## src/rtl/fetch_sequencer_if.sv

```systemverilog
// Fetch-side bundle between the fetch sequencer, instruction memory and execute.
// master: fetch_sequencer side; slave: memory/execute side.
interface fetch_sequencer_if #(
  parameter int unsigned ADDR_W = 10,
  parameter int unsigned DATA_W = 32
);
  logic              start;
  logic              program_sel;
  logic              stall;
  logic              redirect;
  logic [ADDR_W-1:0] redirect_target;
  logic              halt_req;
  logic [ADDR_W-1:0] address;
  logic [DATA_W-1:0] instrucao;
  logic [DATA_W-1:0] instr;
  logic              instr_valid;
  logic [ADDR_W-1:0] instr_pc;
  logic              busy;
  logic              halted;
  logic              fault;

  modport master (
    input  start, program_sel, stall, redirect, redirect_target, halt_req, instrucao,
    output address, instr, instr_valid, instr_pc, busy, halted, fault
  );

  modport slave (
    output start, program_sel, stall, redirect, redirect_target, halt_req, instrucao,
    input  address, instr, instr_valid, instr_pc, busy, halted, fault
  );
endinterface

```

## src/rtl/fetch_sequencer.sv

```systemverilog
// Program-fetch controller: sequences the PC, resolves absolute jumps locally and
// issues instructions to execute. Optional FETCH_BOUNDS_CHECK_EN halts with fault past MEM_LAST.
module fetch_sequencer #(
  parameter int unsigned ADDR_W     = 10,
  parameter int unsigned DATA_W     = 32,
  parameter int unsigned PROG0_BASE = 0,
  parameter int unsigned PROG1_BASE = 15,
`ifdef FETCH_BOUNDS_CHECK_EN
  parameter int unsigned MEM_LAST   = 80,
`endif
  parameter logic [5:0]  JUMP_OPC   = 6'b010000
) (
  input logic               clock,
  input logic               reset,
  fetch_sequencer_if.master bus
);

  typedef enum logic [2:0] {
    S_IDLE,
    S_ADDR,
    S_WAIT,
    S_ISSUE,
    S_HALT
  } state_t;

  state_t            r_state;
  state_t            w_state_next;
  logic [ADDR_W-1:0] r_pc;
  logic [ADDR_W-1:0] w_pc_next;
  logic [ADDR_W-1:0] w_target;
  logic [ADDR_W-1:0] w_entry;
  logic [ADDR_W-1:0] r_address;
  logic [DATA_W-1:0] r_instr;
  logic [ADDR_W-1:0] r_instr_pc;
  logic              r_instr_valid;
  logic              r_busy;
  logic              r_halted;
  logic              w_busy_next;
  logic              w_capture;
  logic              w_fault_next;
  logic              r_fault;

  assign w_entry = bus.program_sel ? ADDR_W'(PROG1_BASE) : ADDR_W'(PROG0_BASE);

  // Next-state, next-PC and fault decision
  always_comb begin
    w_state_next = r_state;
    w_pc_next    = r_pc;
    w_fault_next = r_fault;
    w_target     = r_pc + ADDR_W'(1);
    if (bus.redirect) begin
      w_target = bus.redirect_target;
    end else if (r_instr[31:26] == JUMP_OPC) begin
      w_target = r_instr[ADDR_W-1:0];
    end

    case (r_state)
      S_IDLE: begin
        if (bus.start) begin
          w_pc_next    = w_entry;
          w_state_next = S_ADDR;
        end
      end
      S_ADDR: begin
        w_state_next = bus.halt_req ? S_HALT : S_WAIT;
      end
      S_WAIT: begin
        w_state_next = bus.halt_req ? S_HALT : S_ISSUE;
      end
      S_ISSUE: begin
        if (bus.halt_req) begin
          w_state_next = S_HALT;
        end else if (!bus.stall) begin
`ifdef FETCH_BOUNDS_CHECK_EN
          if (w_target > ADDR_W'(MEM_LAST)) begin
            w_state_next = S_HALT;
            w_fault_next = 1'b1;
          end else begin
            w_pc_next    = w_target;
            w_state_next = S_ADDR;
          end
`else
          w_pc_next    = w_target;
          w_state_next = S_ADDR;
`endif
        end
      end
      S_HALT: begin
        if (bus.start) begin
          w_pc_next    = w_entry;
          w_fault_next = 1'b0;
          w_state_next = S_ADDR;
        end
      end
      default: begin
        w_state_next = S_IDLE;
      end
    endcase
  end

  assign w_busy_next = (w_state_next == S_ADDR) || (w_state_next == S_WAIT) ||
                       (w_state_next == S_ISSUE);
  assign w_capture   = (r_state == S_WAIT) && (w_state_next == S_ISSUE);

  // State and registered outputs; outputs are precomputed from the next state
  always_ff @(posedge clock) begin
    if (reset) begin
      r_state       <= S_IDLE;
      r_pc          <= '0;
      r_address     <= '0;
      r_instr       <= '0;
      r_instr_pc    <= '0;
      r_instr_valid <= 1'b0;
      r_busy        <= 1'b0;
      r_halted      <= 1'b0;
      r_fault       <= 1'b0;
    end else begin
      r_state       <= w_state_next;
      r_pc          <= w_pc_next;
      r_address     <= w_busy_next ? w_pc_next : '0;
      r_instr_valid <= (w_state_next == S_ISSUE);
      r_busy        <= w_busy_next;
      r_halted      <= (w_state_next == S_HALT);
      r_fault       <= w_fault_next;
      if (w_capture) begin
        r_instr    <= bus.instrucao;
        r_instr_pc <= r_pc;
      end
    end
  end

  assign bus.address     = r_address;
  assign bus.instr       = r_instr;
  assign bus.instr_pc    = r_instr_pc;
  assign bus.instr_valid = r_instr_valid;
  assign bus.busy        = r_busy;
  assign bus.halted      = r_halted;
`ifdef FETCH_BOUNDS_CHECK_EN
  assign bus.fault       = r_fault;
`else
  assign bus.fault       = 1'b0;
`endif

endmodule

```

## src/flat_wrapper.sv

```systemverilog
// flat-port wrapper written by rule: the top's interface ports become plain ports
module fetch_sequencer_flat 
#(
  parameter int unsigned ADDR_W     = 10,
  parameter int unsigned DATA_W     = 32,
  parameter int unsigned PROG0_BASE = 0,
  parameter int unsigned PROG1_BASE = 15,

  parameter logic [5:0]  JUMP_OPC   = 6'b010000
)
  (clock, reset, bus_start, bus_program_sel, bus_stall, bus_redirect, bus_redirect_target, bus_halt_req, bus_instrucao, bus_address, bus_instr, bus_instr_valid, bus_instr_pc, bus_busy, bus_halted, bus_fault);
  fetch_sequencer_if #(.ADDR_W(ADDR_W), .DATA_W(DATA_W)) bus_i ();
  input logic clock;
  input logic reset;
  input wire logic [$bits(bus_i.start)-1:0] bus_start;
  input wire logic [$bits(bus_i.program_sel)-1:0] bus_program_sel;
  input wire logic [$bits(bus_i.stall)-1:0] bus_stall;
  input wire logic [$bits(bus_i.redirect)-1:0] bus_redirect;
  input wire logic [$bits(bus_i.redirect_target)-1:0] bus_redirect_target;
  input wire logic [$bits(bus_i.halt_req)-1:0] bus_halt_req;
  input wire logic [$bits(bus_i.instrucao)-1:0] bus_instrucao;
  output wire logic [$bits(bus_i.address)-1:0] bus_address;
  output wire logic [$bits(bus_i.instr)-1:0] bus_instr;
  output wire logic [$bits(bus_i.instr_valid)-1:0] bus_instr_valid;
  output wire logic [$bits(bus_i.instr_pc)-1:0] bus_instr_pc;
  output wire logic [$bits(bus_i.busy)-1:0] bus_busy;
  output wire logic [$bits(bus_i.halted)-1:0] bus_halted;
  output wire logic [$bits(bus_i.fault)-1:0] bus_fault;
  assign bus_i.start = bus_start;
  assign bus_i.program_sel = bus_program_sel;
  assign bus_i.stall = bus_stall;
  assign bus_i.redirect = bus_redirect;
  assign bus_i.redirect_target = bus_redirect_target;
  assign bus_i.halt_req = bus_halt_req;
  assign bus_i.instrucao = bus_instrucao;
  assign bus_address = bus_i.address;
  assign bus_instr = bus_i.instr;
  assign bus_instr_valid = bus_i.instr_valid;
  assign bus_instr_pc = bus_i.instr_pc;
  assign bus_busy = bus_i.busy;
  assign bus_halted = bus_i.halted;
  assign bus_fault = bus_i.fault;
  fetch_sequencer #(.ADDR_W(ADDR_W), .DATA_W(DATA_W), .PROG0_BASE(PROG0_BASE), .PROG1_BASE(PROG1_BASE), .JUMP_OPC(JUMP_OPC)) u_core (.clock(clock), .reset(reset), .bus(bus_i));
endmodule
```

## config.mk

```make
export PLATFORM = sky130hd
export DESIGN_NAME = fetch_sequencer_flat
export DESIGN_NICKNAME = d
export VERILOG_FILES = /design/src/rtl/fetch_sequencer_if.sv /design/src/rtl/fetch_sequencer.sv /design/src/flat_wrapper.sv
export SDC_FILE = /design/constraint.sdc
export NUM_CORES = 1
export LEC_CHECK = 0
export BUFFER_PORTS_ARGS = -buffer_cell sky130_fd_sc_hd__buf_4
export CORE_MARGIN = 2
export CORE_UTILIZATION = 35
export DETAILED_ROUTE_END_ITERATION = 8
export GPL_TIMING_DRIVEN = 0
export HOLD_SLACK_MARGIN = 0.08
export PLACE_DENSITY = 0.58
export SYNTH_ARGS = -nofsm -noshare
export SYNTH_HDL_FRONTEND = slang
export SYNTH_SLANG_ARGS = --single-unit
export TNS_END_PERCENT = 100
```

## constraint.sdc

```tcl
create_clock -name clock -period 2.2 [get_ports clock]
set_clock_uncertainty 0.1 [all_clocks]
set_input_delay 0.33 -clock clock [delete_from_list [all_inputs] [get_ports clock]]
set_output_delay 0.33 -clock clock [all_outputs]
set_load 0.1 [all_outputs]
```

==> impl_results.md <==
- Leakage: 0.00161 uW
- Post-synth design cell area: 2880 um^2
- Worst-margin pin slew: 536 ps
- Post-CTS Setup Inserts: 0
- Startpoint types: flop
- Combinational share of power: 0.134
- Clock tree sinks: 68
- M3 GR Usage: 0.0583
- Final Cycle Share: 0.939
- Ratio of cells with drive above 1 in the final layout: 0.316
- Post-Place Worst Slack: 148 ps
- Worst-path maximum fanout: 9
- Top-area cell type share of the netlist area: 0.473
- Die area: 8960 um^2
- Vias in the first global route: 2654
- Die Wd: around 95 um
- Ant. Diodes: 0
- Detail Route Antenna Nets: 0
- Yosys reg bits: 68
- Nets: 520
- # DRC: 0
- Final Wtd Congestion: 0.856
- WL per Instance: 14.3 um
- Clk slew on worst S/H paths: 70 ps
- Hold buffer count at CTS: 0
- Post-synthesis sequential area ratio: 0.473
- Met2 global-route usage: 0.299
- Peak VDD IR: 0.268 mV
- Setup_tns: 0 ps
- Async SR Flop Fraction: 0
- Vias/cell: around 5
- Routed WL: 8.29 mm
- Met1 usage: 0.238
- Num CTS Buffers: 9
- Commonest non-fill, non-tap cells in the layout: 104 x buf_4, 93 x nand2_1, 64 x dfxtp_1
- Busiest grt layer: met2
- Hold Slack: 121 ps
- Crit path DAT: 2190 ps
- Die height: 94.6 um
- Switching share of power: 0.278
- Yosys cell types: between 50 and 60
- Setup ws final: 133 ps
- Clock root buffer: clkbuf_8
- Register share of total power: 0.482
- Placeable Area: 8090 um^2
- DRC violation total after the first TritonRoute iteration: 85
- RSZ-0062 raised after global routing: no
- H-tree Lvls: 3
- Setup CP Type: flop to flop
- Tot GR Track Use: 0.188
- Cells after Synth: 357
- Port Buffers: 102
- Largest net degree at the start of global routing: 13
- Commonest non-fill, non-tap cell in the layout: buf_4
- Yosys warns: 0
- Clk Latency, worst-skew pair: 350 ps
- Max transition margin: 0.639
- IO Pins: 105
- Number of synthesized flops with an enable pin: 0
- Cell row count: 33
- Initial antenna violation count: 0
- Via count: 2837
- Maxcap violations: 0
- Clock power share: 0.384
- First-pass GRT wire length: 13.0 mm
- Avg Inst Size Synth: 8.05 um^2
- CTS Buffer Depth: 2
- Synth Net Count: 407
- Setup violators final: 0
- CTS tree: built
- Slew Limit Fails: 0
- Status: complete, no violations
- Internal cell power: 1900 uW
- Cell taking the most area after synthesis: dfxtp_1
- Predominant post-synthesis flop cell: dfxtp_1
- Hold Vio Cnt, Final: 0
- Crit path capture type: flop
- Peak Freq: 484 MHz
- Initial Utilization: 0.355
- Minimum clock period: 2070 ps
- Synth top area cells: dfxtp_1 47%, nand2_1 12%, a21oi_1 10%
- Sw power: about 730 uW
- Pwr dens: 663 nW/um^2
- Grt ovf: 0
- Area Growth Syn to Fin: 38.3%
- DP Wirelength: approximately 6.3 mm
- Detailed Routing Iterations Pass 1: 4
- Worst hold-check path type: input pin to flop
- Critical Path RT: ~2300 ps
-- worst paths after layout --
kind         slack (ps)  cells past startpoint                  from              endpoint
max                 130                      6     u_core.r_state[1]        u_core.r_pc[2]
min                 120                      3     bus_instrucao[29]  u_core.bus.instr[29]
max reg2reg         130                      6     u_core.r_state[1]        u_core.r_pc[2]
min reg2reg         360                      2  u_core.bus.instr[19]  u_core.bus.instr[19]
-- worst max-delay path, cell delays in order (launching register included) --
cell      delay (ps)
dfxtp_1          420
or3b_1           350
buf_2            190
nand2b_1         280
a311oi_2         330
o41a_1           230
nor2_1            50
-- cells in the mapped netlist, types with 2 or more instances --
library cell / number
nand2_1: 93
dfxtp_1: 68
a21oi_1: 58
nor2_1: 25
o21ai_0: 11
buf_2: 9
buf_6: 6
clkbuf_1: 5
inv_1: 5
nor3_1: 5
nand2b_1: 4
nand3_1: 4
nor2b_1: 4
o211ai_1: 4
a31oi_1: 3
nor4_1: 3
xnor2_1: 3
a221oi_1: 2
and3_1: 2
buf_4: 2
nand3b_1: 2
nand4_1: 2
or2_2: 2
or3_1: 2
or3b_2: 2
xor2_1: 2
-- cell families after synthesis --
family          after synthesis  synth area share
compound gates               95             0.196
xor+xnor                      5            0.0152
fa+ha+maj                     1           0.00435
buf+inv                      29            0.0622
flops                        68             0.473
mux                           1           0.00348
other cells                   1           0.00130
simple gates                157             0.244
-- layout make-up --
type,instances,area [um^2]
fill,825,4120
sequential,68,1370
multi-input combinational,260,1340
timing repair buffer,102,766
buffer,24,160
tap,105,131
clock buffer,10,128
clock inverter,6,65.1
inverter,5,18.8
-- per-layer routing --
| layer | vias to the layer above | part of all wire |
|---|---|---|
| li1 | 1441 | - |
| met1 | 1277 | 0.44 |
| met2 | 110 | 0.46 |
| met3 | 9 | 0.090 |
| met4 | 0 | 0.010 |
| met5 | - | 0 |
-- per-stage QoR --
| step | power [uW] | cells | utilization | area [um^2] |
|---|---|---|---|---|
| finish | 2640 | 580 | 0.491 | 3980 |
| global route | 2730 | 580 | 0.491 | 3980 |
| CTS | 2670 | 580 | 0.491 | 3970 |
| detailed placement | 1650 | 564 | 0.467 | 3780 |
| global placement | 1650 | 564 | 0.467 | 3780 |
| floorplan | 1520 | 357 | - | 2880 |
-- registers in the layout (all words and copies together) (netlist names) --
signal                  count
u_core.bus.instr           32
u_core.bus.instr_pc        10
u_core.bus.instr_valid      1
u_core.bus.halted           1
u_core.r_state              3
u_core.bus.address         10
u_core.bus.busy             1
u_core.r_pc                10
-- power by group through the flow --
| stage | logic (uW) | clock network (uW) | registers (uW) |
|---|---|---|---|
| global placement | 351 | 0 | 1300 |
| CTS | 352 | 1040 | 1270 |
| floorplan | 127 | 0 | 1390 |
| detailed placement | 351 | 0 | 1300 |
| finish | 352 | 1010 | 1270 |
| global route | 376 | 1080 | 1270 |
-- timing repair --
action	4_1_cts	5_1_grt
resized for setup	0	1
setup endpoints to repair	0	1
hold endpoints to repair	0	0
(Power assumes the default switching activity.)
